File: src/rtl/iter_mul_ctrl.sv
`timescale 1ns/1ps
`default_nettype none
// ============================================================================
//  Module      : iter_mul_ctrl
//  Description : Iterative shift-and-add 32x32 multiplier controller; stalls
//                the pipeline while RUN is active and pulses done_o once the
//                low 32 product bits are ready. Optional early termination
//                when macro ITER_MUL_EARLY_TERM_EN is defined.
//  Revision    : 1.0 - initial release
// ============================================================================
module iter_mul_ctrl (
    input  logic        clk_i,
    input  logic        rst_i,
    input  logic        start_i,
    input  logic [31:0] src1_i,
    input  logic [31:0] src2_i,
    output logic        stall_o,
    output logic        busy_o,
    output logic        done_o,
    output logic [31:0] result_o,
    output logic [5:0]  run_cycles_o
);

    localparam logic [1:0] c_ST_IDLE = 2'd0;
    localparam logic [1:0] c_ST_RUN  = 2'd1;
    localparam logic [1:0] c_ST_DONE = 2'd2;

    localparam logic [5:0] c_MAX_CNT = 6'd32;

    logic [1:0]  r_state;
    logic [31:0] r_a;
    logic [31:0] r_b;
    logic [31:0] r_acc;
    logic [5:0]  r_cnt;
    logic [31:0] r_result;
    logic [5:0]  r_run_cycles;

    logic [31:0] w_acc_nxt;
    logic [31:0] w_a_nxt;
    logic [31:0] w_b_nxt;
    logic [5:0]  w_cnt_nxt;
    logic        w_last;

    // One shift-and-add step; the accumulator wraps, so only the low word survives.
    always_comb begin
        w_acc_nxt = r_acc + (r_b[0] ? r_a : 32'd0);
        w_a_nxt   = r_a << 1;
        w_b_nxt   = r_b >> 1;
        w_cnt_nxt = r_cnt + 6'd1;
`ifdef ITER_MUL_EARLY_TERM_EN
        w_last    = (w_cnt_nxt == c_MAX_CNT) || (w_b_nxt == 32'd0);
`else
        w_last    = (w_cnt_nxt == c_MAX_CNT);
`endif
    end

    always_ff @(posedge clk_i) begin
        if (rst_i) begin
            r_state      <= c_ST_IDLE;
            r_a          <= 32'd0;
            r_b          <= 32'd0;
            r_acc        <= 32'd0;
            r_cnt        <= 6'd0;
            r_result     <= 32'd0;
            r_run_cycles <= 6'd0;
        end else begin
            case (r_state)
                c_ST_IDLE: begin
                    if (start_i) begin
                        r_a     <= src1_i;
                        r_b     <= src2_i;
                        r_acc   <= 32'd0;
                        r_cnt   <= 6'd0;
                        r_state <= c_ST_RUN;
                    end
                end
                c_ST_RUN: begin
                    r_acc <= w_acc_nxt;
                    r_a   <= w_a_nxt;
                    r_b   <= w_b_nxt;
                    r_cnt <= w_cnt_nxt;
                    if (w_last) begin
                        r_result     <= w_acc_nxt;
                        r_run_cycles <= w_cnt_nxt;
                        r_state      <= c_ST_DONE;
                    end
                end
                c_ST_DONE: begin
                    r_state <= c_ST_IDLE;
                end
                default: begin
                    r_state <= c_ST_IDLE;
                end
            endcase
        end
    end

    // Stall is raised in the accepting IDLE cycle so the PC never moves past the mul.
    assign stall_o      = ((r_state == c_ST_IDLE) && start_i) || (r_state == c_ST_RUN);
    assign busy_o       = (r_state != c_ST_IDLE);
    assign done_o       = (r_state == c_ST_DONE);
    assign result_o     = r_result;
    assign run_cycles_o = r_run_cycles;

endmodule
`default_nettype wire

File: config.mk
export PLATFORM = sky130hd
export DESIGN_NAME = iter_mul_ctrl
export DESIGN_NICKNAME = d
export VERILOG_FILES = /design/src/rtl/iter_mul_ctrl.sv
export SDC_FILE = /design/constraint.sdc
export NUM_CORES = 1
export LEC_CHECK = 0
export CAP_MARGIN = 20
export CORE_AREA = 2 2 116 230
export CTS_CLUSTER_DIAMETER = 200
export DETAILED_ROUTE_END_ITERATION = 8
export DIE_AREA = 0 0 118 232
export SLEW_MARGIN = 20
export SYNTH_ARGS = -nofsm -noshare
export SYNTH_HDL_FRONTEND = slang
export SYNTH_SLANG_ARGS = --single-unit
File: constraint.sdc
create_clock -name clk_i -period 6.55 [get_ports clk_i]
set_input_delay 1.31 -clock clk_i [delete_from_list [all_inputs] [get_ports clk_i]]
set_output_delay 1.31 -clock clk_i [all_outputs]
set_load 0.005 [all_outputs]
==> Word-level counts from Yosys, hierarchy flattened <==
Index checks and enable logic that the tools add are counted.
{ "word_totals": {"output_inout_bits": 41, "wordCells": 34, "in_bits": 67, "register_bits": 142} }
{ "classes": {"mux": 12, "n_eq_ne": 5, "n_addsub": 2, "reduce_logical": 8} }
{ "ops": {"columns": ["cell", "n"], "rows": [
  ["one-hot mux 32 bit (2 select lines)", 3],
  ["two-way mux 32 bit", 4],
  ["adder 32 bit", 1],
  ["one-hot mux 6 bit (2 select lines)", 1],
  ["adder 6 x 1 -> 6 bit, second input constant", 1],
  ["equality test 6 bit, second input constant", 1],
  ["two-way mux 6 bit", 1],
  ["AND reduction 2 bit", 3],
  ["two-way mux 2 bit", 2],
  ["!= test 2 bit, second input constant", 2],
  ["one-hot mux 2 bit (2 select lines)", 1],
  ["nonzero test 2 bit", 2],
  ["equality test 2 x 1 -> 1 bit, second input constant", 1],
  ["equality test 2 bit, second input constant", 1],
  ["zero test 2 bit", 1],
  ["logical AND 1 bit", 1],
  ["logical OR 1 bit", 1]
]} }

==> Depth between registers and ports, before layout <==
Gate-level depths: netlist of the first run.
{ "depth": {"depth_word": 4, "mapped_depth": 11, "mapped_depth_nobuf": 10} }

==> Worst setup path after synthesis of the first run <==
Ideal clock, no wire load.
{ "synth_path": {"path_kind": "input-to-output", "from": "input port start_i", "to": "output port stall_o", "required_ns": 5.240, "arrival_time_ns": 2.247, "n_path_buf": 2, "setup_slack_ns": 2.993, "cell_stages": 5, "cell_sequence": "nor2_1 -> or2_2 -> inv_2 -> clkbuf_1 -> clkbuf_1"} }
{ "synth_between": {"elab_chain_cells": 2} }
{ "synth_rtl": {"columns": ["element", "line_no", "text"], "rows": [
  ["from (decl)", "14", "input logic start_i,"],
  ["logical AND 1 bit", "99", "assign stall_o = ((r_state == c_ST_IDLE) && start_i) || (r_state == c_ST_RUN);"],
  ["logical OR 1 bit", "99", null],
  ["to (decl)", "17", "output logic stall_o,"]
]} }
Every way passes these cells.

==> Final worst setup path of the first run <==
Ends and elaborated chain as after synthesis.

==> summary.txt, run 1 <==
Outcome
  – Run status: finished, final reports clean

Worst hold path
  – Hold crit path type: register to register
  – Worst hold path startpoint: result_o[5]
  – Hold depth: 2

STA
  – Slew HR: 29.5%
  – Final worst-path cycle share: 67.7%
  – Period minus WS final: 4.44 ns
  – Final Hold Fails: 0
  – RSZ-0062 raised after global routing: no
  – Fin Setup TNS: 0 ns
  – Final setup fails: 0
  – Fmax: 225 MHz
  – Slew Viols, Final: 0
  – Worst-Margin Slew: 1.06 ns
  – Worst Skew: 0.00740 ns
  – PnR worst setup slack: 2.11 ns

Setup path
  – CP max stage delay: 0.57 ns
  – Worst EP arrival: 3.13 ns
  – Worst path cell trace: clkdlybuf4s50_1, nor2_1, or2_2, clkinv_2, clkdlybuf4s50_1
  – Crit path max fanout: 25
  – Reg2Reg Depth: 11
  – CP delay by family, top: buffers and inverters
  – WS Path Type: input pin to output pin
  – Slowest CP cell: clkdlybuf4s50_1
  – CP bufs+invs: 3
  – Setup crit start: start_i
  – Most frequent CP cell: clkdlybuf4s50_1
  – Critical Path Source Type: input pin
  – CP Capture Type: output pin
  – Levels on crit path: 5
  – CP required: 5.24 ns
  – R2r startpoint: r_b[0]

Flow run
  – MaxCap Viol Count: 0

Clock tree
  – Post-CTS sizing: 0
  – Sink Count: 142
  – Clock latency on the worst-skew pair: 0.44 ns
  – Clock Pin Slew Worst Setup and Hold Paths: 0.06 ns
  – CTS tree: yes
  – TritonCTS Buffers: 17
  – H-tree levels: 4
  – Post-CTS Setup Bufs: 0
  – Clock root cell: clkbuf_16
  – Buffer depth of the longest clock path: 2
  – Post-CTS Hold Fix Bufs: 0

GRT
  – Vias in the first global route: 7309
  – GR Overflow Total: 0
  – First-pass GRT wire length: 38900 um
  – Gr usage total: 18.2%
  – Largest net degree at the start of global routing: 101
  – Initial antenna violation count: 0

Placement
  – Port Buffers: 107
  – Placement Cell Area: 9040 sq um
  – Setup WS pre-CTS: 2.09 ns
  – Post-DP HPWL: 18000 um
  – Routability cong.: 0.907

Route
  – Remaining DRCs: 0
  – Vias: 7544
  – Total wire length: 24700 um
  – Initial DRC Count: 403
  – 1st-pass router iterations: 5
  – WL met3: 843 um
  – DRT met1 WL: 9070 um
  – WL/cell: 17.4 um
  – Vias per cell: 5.29
  – WL met2: 13400 um
  – Top sig layer: met4
  – DRT antenna net count: 0

Synth
  – Netlist cell types: 62
  – Synthesis-stage register bit count: 142
  – Mean Syn Cell Area: 7.65 sq um
  – Share of synthesized registers carrying an async set or reset: 0%
  – Post-synth top cells: nand2_1 (210), dfxtp_1 (142), nor2_1 (117), a311oi_1 (65), a21oi_1 (63)
  – Cells after Synth: 1017
  – Sequential area share after synthesis: 36.5%
  – Post-synth net total: 1118
  – Synth area leaders: dfxtp_1 (37%), nand2_1 (10%), a311oi_1 (7.3%)
  – Synth warnings: 0
  – Synth Flop Type: dfxtp_1
  – Yosys top cell by area: dfxtp_1
  – Most frequent cell after synthesis: nand2_1
  – Number of synthesized flops with an enable pin: 0
  – Top cell type's share of synthesized area: 36.5%
  – Synthesized cell area: 7780 sq um

Cells and area
  – Finished layout cell area: 9640 sq um
  – Area grow syn2layout: 23.9%
  – Final Net Count: 1173
  – Share of layout cells above drive strength 1: 5.53%
  – Diodes inserted: 0
  – Fill count: 2736

Pwr
  – Worst-case vdd ir drop: 0.145 mV
  – Leakage power: 0.00386 uW
  – Tot Pwr: 2180 uW
  – PwrDens: 226 nW/um^2

Floorplanning
  – # IOs: 108
  – Num rows: 83
  – DIE AREA: 27400 sq um
  – Die H: 232 um
  – CORE AREA: 25700 sq um
  – Initial core utilization: 30.3%
  – Die width: 118 um
[kinds of logic (layout without fill, tap and decap cells)]
logic type | Yosys count | count (layout) | synth area share (%)
fa+ha+maj | 34 | 34 | 5.56
buf+inv | 92 | 160 | 4.71
mux | 5 | 5 | 0.659
flops | 142 | 142 | 36.5
xor+xnor | 23 | 23 | 2.59
compound gates | 256 | 256 | 23.3
simple gates | 465 | 465 | 26.7
[power breakdown]
| part | total [uW] | internal [uW] | switching [uW] | leakage, uW |
|---|---|---|---|---|
| sequential | 932 | 905 | 27.3 | 0.00116 |
| clock | 1000 | 595 | 406 | 0.000298 |
| combinational | 248 | 97.9 | 150 | 0.00240 |
[stage by stage]
step           instances  hold slack [ns]  util (%)
6_report            1425            0.455      37.6
5_1_grt             1425            0.481      37.6
4_1_cts             1425            0.458      37.6
3_5_place_dp        1393            0.450      35.2
3_3_place_gp        1393            0.442      35.2
2_1_floorplan       1017            0.432         -
[cells in the final DEF (no fill, tap or decap), types with 10 or more instances in the layout]
| master | synthesis | layout |
|---|---|---|
| nor2_1 | 117 | 117 |
| nand4_1 | 11 | 11 |
| a311oi_1 | 65 | 65 |
| xor2_1 | 11 | 11 |
| and3_1 | 20 | 20 |
| ha_1 | 33 | 33 |
| nand2_1 | 210 | 210 |
| inv_1 | 11 | 11 |
| a22oi_1 | 13 | 13 |
| clkdlybuf4s50_1 | 0 | 106 |
| o21ai_0 | 30 | 30 |
| clkbuf_16 | 0 | 17 |
| a21oi_1 | 63 | 63 |
| buf_4 | 1 | 10 |
| and2_1 | 35 | 35 |
| xnor2_1 | 12 | 12 |
| a21o_1 | 19 | 19 |
| dfxtp_1 | 142 | 142 |
| nand3_1 | 27 | 27 |
| nor3_1 | 12 | 12 |
[area by class of cell]
| class | count | area [sq um] | area share [%] |
|---|---|---|---|
| inverter | 12 | 46.3 | 0.480 |
| sequential | 142 | 2840 | 29.5 |
| clock buffer | 21 | 470 | 4.88 |
| timing repair buffer | 116 | 1140 | 11.8 |
| tap | 340 | 425 | 4.41 |
| clock inverter | 11 | 131 | 1.36 |
| multi-input combinational | 783 | 4590 | 47.6 |
[registers in the layout, summed over array words and instances (netlist names)]
register and count:
r_a 32, r_b 32, run_cycles_o 6, r_cnt 6
result_o 32, r_acc 32, r_state 2
[final timing paths]
check | slack [ns] | end
hold / removal | 0.45 | result_o[5]
hold reg to reg | 0.45 | result_o[5]
setup / recovery | 2.11 | stall_o
setup reg to reg | 3.09 | r_acc[28]
[metal layers]
layer | GRT usage [%] | vias up
li1 | - | 3725
met1 | 18.4 | 3535
met2 | 33.7 | 210
met3 | 3.05 | 74
met4 | 12.7 | 0
met5 | 0 | -
[worst reg2reg max path: stages, from the launching register on]
cell and delay (ns):
dfxtp_1 0.36, buf_4 0.23, and2_1 0.24, ha_1 0.23, fa_1 0.41, a21o_1 0.22
a311oi_1 0.37, or3_4 0.22, a21oi_4 0.08, o21ai_0 0.59, mux2_2 0.41, nand2_1 0.06
Power figures use the tool's default switching activity.
==> run 2, diff against run 1 <==
==> constraint.sdc (replaced) <==
create_clock -name clk_i -period 3.63 [get_ports clk_i]
set_input_delay 0.726 -clock clk_i [delete_from_list [all_inputs] [get_ports clk_i]]
set_output_delay 0.726 -clock clk_i [all_outputs]
set_load 0.005 [all_outputs]
==> run 2 against run 1 <==
  * Wire length fell by 0.38%
  * Clock-buffer cell count down 1
  * Via count fell by 0.25%
  * Final area grew 0.61%
  * Register-to-register slack got worse by 2.6 ns
  * Critical endpoint is now r_acc[30]
  * Highest routed layer unchanged
==> summary.txt, run 2 (synthesis gave the netlist of run 1 again) <==
Route
  – 1st-pass router iterations: 5
  – Initial DRC Count: 420
  – Vias: 7525
  – WL/cell: 17.2 um
  – Remaining DRCs: 0
  – Total wire length: 24600 um
  – DRT antenna net count: 0
  – Vias per cell: 5.26

STA
  – Slew HR: 39.5%
  – RSZ-0062 raised after global routing: no
  – Fmax: 319 MHz
  – Final Hold Fails: 0
  – Period minus WS final: 3.13 ns
  – Worst-Margin Slew: 0.905 ns
  – Slew Viols, Final: 0
  – Worst hold slack: 0.453 ns
  – Final setup fails: 0
  – Worst Skew: 0.00898 ns
  – Final worst-path cycle share: 86.3%
  – Fin Setup TNS: 0 ns

Floorplanning
  – Num rows: 83
  – DIE AREA: 27400 sq um
  – # IOs: 108
  – Die H: 232 um
  – CORE AREA: 25700 sq um
  – Die width: 118 um
  – Initial core utilization: 30.3%

GRT
  – Vias in the first global route: 7366
  – GR Overflow Total: 0
  – Largest net degree at the start of global routing: 124
  – Gr usage total: 18.0%
  – Initial antenna violation count: 0
  – First-pass GRT wire length: 38900 um

Clock tree
  – Sink Count: 142
  – CTS tree: yes
  – Clock Pin Slew Worst Setup and Hold Paths: 0.06 ns
  – Clock latency on the worst-skew pair: 0.44 ns
  – H-tree levels: 4
  – TritonCTS Buffers: 17
  – Post-CTS Setup Bufs: 0
  – Post-CTS sizing: 0
  – Clock root cell: clkbuf_16
  – Buffer depth of the longest clock path: 2
  – Post-CTS Hold Fix Bufs: 0

Setup path
  – Critical Path Source Type: register
  – Reg2reg end: r_acc[30]
  – Worst EP arrival: 3.46 ns
  – R2R setup slack: 0.50 ns
  – CP Capture Type: register
  – WS Path Type: register to register
  – CP max stage delay: 0.42 ns
  – R2r startpoint: r_b[0]
  – CP required: 3.96 ns
  – Reg2Reg Depth: 10
  – Crit path max fanout: 15
  – Slowest CP cell: a311o_1
  – Worst path cell trace: and2_1, ha_1, fa_1, a21o_1, a311o_1, nand4_1, a31oi_1, o21bai_1, a211oi_1, a32o_1

Outcome
  – Run status: finished, final reports clean

Placement
  – Post-DP HPWL: 18200 um
  – Port Buffers: 107
  – Routability cong.: 0.936

Cells and area
  – Area grow syn2layout: 24.7%
  – Commonest non-fill, non-tap cells in the layout: nand2_1 (210), dfxtp_1 (142), nor2_1 (117)
  – Final Net Count: 1179
  – Share of layout cells above drive strength 1: 6.05%
  – Most common cell after layout, fill and taps aside: nand2_1
  – Fill count: 2728
  – Diodes inserted: 0

Pwr
  – Tot Pwr: 3900 uW
  – PwrDens: 402 nW/um^2
  – Leakage power: 0.00388 uW
  – Worst-case vdd ir drop: 0.261 mV

Flow run
  – MaxCap Viol Count: 0

Worst hold path
  – Hold depth: 2
  – Worst hold path startpoint: result_o[15]
  – Hold crit path type: register to register
  – Worst Hold End: result_o[15]
## run 2: cell count changes in the layout (fill, tap and decap cells not counted), sizes merged
cell,change
buf,+6
inv,+1
clkbuf,-1
clkinv,-2
clkinvlp,+2
## run 2: critical path, delay by kind of cell, from the launching register on
kind | cells | cell delay [ns]
AND/OR/NAND/NOR | 2 | 0.43
flip-flops | 1 | 0.41
adder cells (fa/ha/maj) | 2 | 0.61
AO/OA/AOI/OAI | 6 | 1.59
## run 2: final cells by class
cell class                 instances  area [sq um]  share of cell area [%]
inverter                          12          46.3                   0.477
tap                              340           425                    4.39
clock buffer                      20           457                    4.71
timing repair buffer             122          1210                    12.4
clock inverter                    12           134                    1.38
multi-input combinational        783          4590                    47.3
sequential                       142          2840                    29.3
## run 2: metrics by stage
| step | utilization, % | area (sq um) | setup slack, ns | instances |
|---|---|---|---|---|
| 6_report | 37.8 | 9700 | 0.498 | 1431 |
| 5_1_grt | 37.8 | 9700 | 0.330 | 1431 |
| 4_1_cts | 37.8 | 9700 | 0.520 | 1431 |
| 3_5_place_dp | 35.5 | 9110 | 0.555 | 1399 |
| 3_3_place_gp | 35.5 | 9110 | 0.562 | 1399 |
| 2_1_floorplan | - | 7780 | 1.02 | 1017 |
## run 2: how the worst max path moves through the flow
stage,startpoint,cells after the start,end,slack [ns]
after global routing,r_b[0],9,result_o[31],0.33
after CTS,r_b[0],10,r_acc[28],0.52
after global placement,start_i,5,stall_o,0.56
after detailed placement,r_b[0],10,r_acc[30],0.55
after floorplan,r_b[0],10,result_o[18],1.02
final,r_b[0],10,r_acc[30],0.50
## run 2: report_power, final
part	switching (uW)	total, uW	internal [uW]
sequential	57.9	1690	1630
clock	710	1760	1050
combinational	268	451	183
total	1040	3900	2870
## run 2: layer usage
layer	global-route usage, %	vias up	share of wire, %
met2	33.7	192	54
met1	18.5	3533	37
li1	-	3738	-
met5	0	-	0
met4	11.1	0	5.4
met3	3.12	62	3.5
==> run 3, diff against run 2 <==
--- a/config.mk
+++ b/config.mk
@@ -10,7 +10,7 @@
 export CTS_CLUSTER_DIAMETER = 200
 export DETAILED_ROUTE_END_ITERATION = 8
 export DIE_AREA = 0 0 118 232
-export SLEW_MARGIN = 20
+export SLEW_MARGIN = 25
 export SYNTH_ARGS = -nofsm -noshare
 export SYNTH_HDL_FRONTEND = slang
 export SYNTH_SLANG_ARGS = --single-unit
==> results of run 3 <==
Final layout, timing and power as in run 2 (identical DEF).
==> variant 1: new RTL, flow settings as in run 3 <==
Build with the macro `ITER_MUL_EARLY_TERM_EN` defined.
--- a/src/rtl/iter_mul_ctrl.sv
+++ b/src/rtl/iter_mul_ctrl.sv
@@ -10,2 +10,4 @@
 // ============================================================================
+`define ITER_MUL_EARLY_TERM_EN
+
 module iter_mul_ctrl (
Formal check against the unedited RTL: not equivalent (a bounded check fails within 4 cycles, from zero or initial values and one cycle with rst_i high).
==> variant 1 against run 3 <==
Routed wire length fell by 5.5%; combinational power increased by 2%; final area fell by 3.2%; non-clock buffer count unchanged; total power rose by 2.5%; worst setup slack got worse by 140 ps; sequential cell count did not move; synthesized area decreased by 5.0%; final cell count fell by 4.3%; global-route usage decreased by 0.71 points.
==> variant 1: results (changes against run 3) <==
status=completed; Resize count post-CTS=0 (unchanged); met2 Usage GRT=33.3% (-0.42 points); CP arrival=3620 ps (+160 ps); CTS H-Tree Depth=4 (unchanged); post-DR wirelength/cell=17.0 µm (-1.3%); fin nets=1119 (-5.1%); maximum fanout along the worst path=20 (+5); register area share after synthesis=38.5% (+1.9 points); # fillers=2720 (-0.29%); Worst path slowest cell=dfxtp_1; Slew Limit Fails=0 (unchanged); Peak VDD IR=228 µV (-13%); Clock Root Buffer=clkbuf_16; Num CTS Buffers=17 (unchanged); R2R setup slack=360 ps (-140 ps); global-route wire length before repair=37000 µm (-4.8%); share of layout cells above drive strength 1=5.73% (-0.32 points); setup TNS=0 ps (unchanged); drt first-iter violations=303 (-28%); worst setup path startpoint=r_b[0]; synth unique cells=57 (-8.1%); Static Leak=3.69 nW (-4.9%); r2r endpoint=result_o[31]; met3 Resource Use GR=3.02% (-0.098 points); internal power=0.00296 W (+3.3%); Worst path max stage delay=690 ps (+270 ps); skew final=10.7 ps (+1.77 ps); Worst-path clk slew=60 ps (about the same); largest cells by area after synthesis=dfxtp_1, nand2_1, a311oi_1, nor2_1, ha_1; Post-Syn Nets=1043 (-6.7%); M1 GR Usage=16.5% (-2.0 points); Vias/cell=5.16 (-1.8%); largest net degree at the start of global routing=107 (-14%); drt first pass iters=4 (-1); initial antenna violation count=0 (unchanged); top cells by count, synth=nand2_1, dfxtp_1, nor2_1; DPL Wire Length=17200 µm (-5.7%); GP Congestion=0.932 (-0.44%); number of global-route vias before repair=7160 (-2.8%); worst hold path type=reg2reg; Placed Area=8780 µm² (-3.6%); Total Routing Usage GR=17.3% (-0.71 points); Slew headroom=41.2% (+1.8 points); Worst-Skew Late Latency=450 ps
-- variant 1: how the worst min path moves through the flow --
| stage | startpoint | endpoint | slack (ps) | cells after the start |
|---|---|---|---|---|
| floorplan | result_o[21] | result_o[21] | 450 | 2 |
| global placement | result_o[21] | result_o[21] | 440 | 2 |
| detailed placement | result_o[7] | result_o[7] | 450 | 2 |
| CTS | result_o[7] | result_o[7] | 460 | 2 |
| global route | result_o[15] | result_o[15] | 480 | 2 |
| finish | result_o[21] | result_o[21] | 450 | 2 |
-- variant 1: final cells by class --
class,count,area share (%)
flip-flops and latches,142,30.3
repair buffers,122,12.8
well taps,340,4.53
clock buffers,23,5.09
inverters,11,0.453
clock inverters,8,1.40
multi-input cells,724,45.4
-- variant 1: tightest hold or removal path: cells and delay by family, from the launching register on --
kind / cells / cell delay (ps)
flops: 1 / 310
compound gates: 1 / 50
simple gates: 1 / 50
-- variant 1: cells by family (layout without fill, tap and decap cells) --
family | count (synthesis) | in the layout | share of synthesized area (%)
AO/OA/AOI/OAI | 235 | 235 | 23.2
XOR/XNOR | 32 | 32 | 3.79
AND/OR/NAND/NOR | 423 | 423 | 24.7
flip-flops | 142 | 142 | 38.5
buffers and inverters | 76 | 164 | 4.00
adder cells (fa/ha/maj) | 34 | 34 | 5.86
-- variant 1: power by group through the flow --
stage               Sequential, W  Combinational, W  Clock (W)
finish                    0.00170          0.000459    0.00184
floorplan                 0.00171          0.000290          0
detailed placement        0.00174          0.000463          0
global route              0.00171          0.000510    0.00194
CTS                       0.00170          0.000465    0.00187
global placement          0.00174          0.000457          0
-- variant 1: layer usage --
| metal | vias up | share of wire (%) |
|---|---|---|
| met5 | - | 0 |
| met4 | 0 | 6.1 |
| met3 | 70 | 2.8 |
| met2 | 167 | 55 |
| met1 | 3355 | 36 |
| li1 | 3484 | - |
-- variant 1: per-stage QoR --
stage          std cells  hold WS (ps)  utilization [%]  power, W  setup slack (ps)
6_report            1370           452             36.6   0.00400               360
5_1_grt             1370           476             36.6   0.00416              82.2
4_1_cts             1370           456             36.6   0.00403               351
3_5_place_dp        1339           448             34.2   0.00220               371
3_3_place_gp        1339           441             34.2   0.00219               373
2_1_floorplan        942           448                -   0.00200               849
==> variant 2: new RTL, settings of run 3 <==
Without the edit above. Reset style: asynchronous (`rst_i`), changed in one clocked block.
--- a/src/rtl/iter_mul_ctrl.sv
+++ b/src/rtl/iter_mul_ctrl.sv
@@ -56,3 +56,3 @@
 
-    always_ff @(posedge clk_i) begin
+    always_ff @(posedge clk_i or posedge rst_i) begin
         if (rst_i) begin
Formal check against the unedited RTL: differs if rst_i is asserted again (counterexample within 4 cycles, from zero or initial values and one cycle with rst_i high); with rst_i held inactive, the same outputs for 10 cycles.
==> variant 2 against run 3 <==
Sequential share of layout area up 7.6 points; worst setup slack lost 270 ps; clock skew decreased by 1.1 ps; hold slack gained 16 ps; die area is the same; routed wire length down 19%; synthesized area is 2.6% lower; sequential cell count unchanged; final area shrank 0.81%; final cell count fell by 14%; fmax is 8.0% lower.
Power is not compared: it rests on default switching activity, and its combinational part moved more than twofold at a synthesized area within 25%.
==> variant 2: results (changes against run 3) <==
DPL Wire Length=14100 µm (-23%); Vias=5968 (-21%); fraction of area in multi-input gates=40.3% (-7.0 points); Synth Area in Adders=5.71% (+0.15 points); Total Routing Usage GR=14.9% (-3.1 points); predominant post-synthesis flop cell=dfrtp_1; top cells by count, synth=nand2_1, dfrtp_1, o21ai_0; fraction of area in registers=36.9% (+7.6 points); area growth from synthesis to layout=26.9%; drt first pass iters=4 (-1); largest net degree at the start of global routing=87 (-30%); synthesized instance count=790 (-22%); Synth Area in Compound Gates=16.5% (-6.8 points); global-route wire length before repair=32000 µm (-18%); status=completed; FFs w/ async S/R, synth=100% (+100 points); GP Congestion=0.880 (-5.9%); clk cell area share=5.84% (-0.25 points); Non-CTS buffers=119 (-2.5%); inverter count=6 (-6); maximum fanout along the worst path=16 (+1); post-DR wirelength/cell=16.1 µm (-6.7%); Post-Synth XOR/XNOR Area=3.99% (+1.4 points); # fillers=2633 (-3.5%); Placed Area=9030 µm² (-0.80%); share of layout cells above drive strength 1=7.14% (+1.1 points); Post-Place Setup Slack=181 ps (-374 ps); number of global-route vias before repair=6233 (-15%); fin nets=986 (-16%)
-- variant 2: cell count changes in the layout (fill, tap and decap cells not counted), moves of 59 or more --
cell,change
dfxtp_1,-142
o21ai_0,+73
a311oi_1,-65
dfrtp_1,+142
mux2i_1,+59
nor2_1,-103
-- variant 2: path summary, 6_finish.rpt --
| check | start | to | slack (ps) | cells after the start |
|---|---|---|---|---|
| setup / recovery | r_b[0] | result_o[31] | 230 | 12 |
| hold / removal | result_o[27] | result_o[27] | 470 | 2 |
| setup reg to reg | r_b[0] | result_o[31] | 230 | 12 |
| hold reg to reg | result_o[27] | result_o[27] | 470 | 2 |
| max in group asynchronous | rst_i | result_o[8] | 2080 | 3 |
| min in group asynchronous | rst_i | r_b[2] | 580 | 2 |
-- variant 2: per-layer routing --
layer / wire (µm) / vias up / global-route usage (%)
li1: - / 2940 / -
met1: 7450 / 2885 / 15.2
met3: 600 / 39 / 3.19
met2: 11100 / 104 / 28.4
met5: 0 / - / 0
met4: 711 / 0 / 7.45
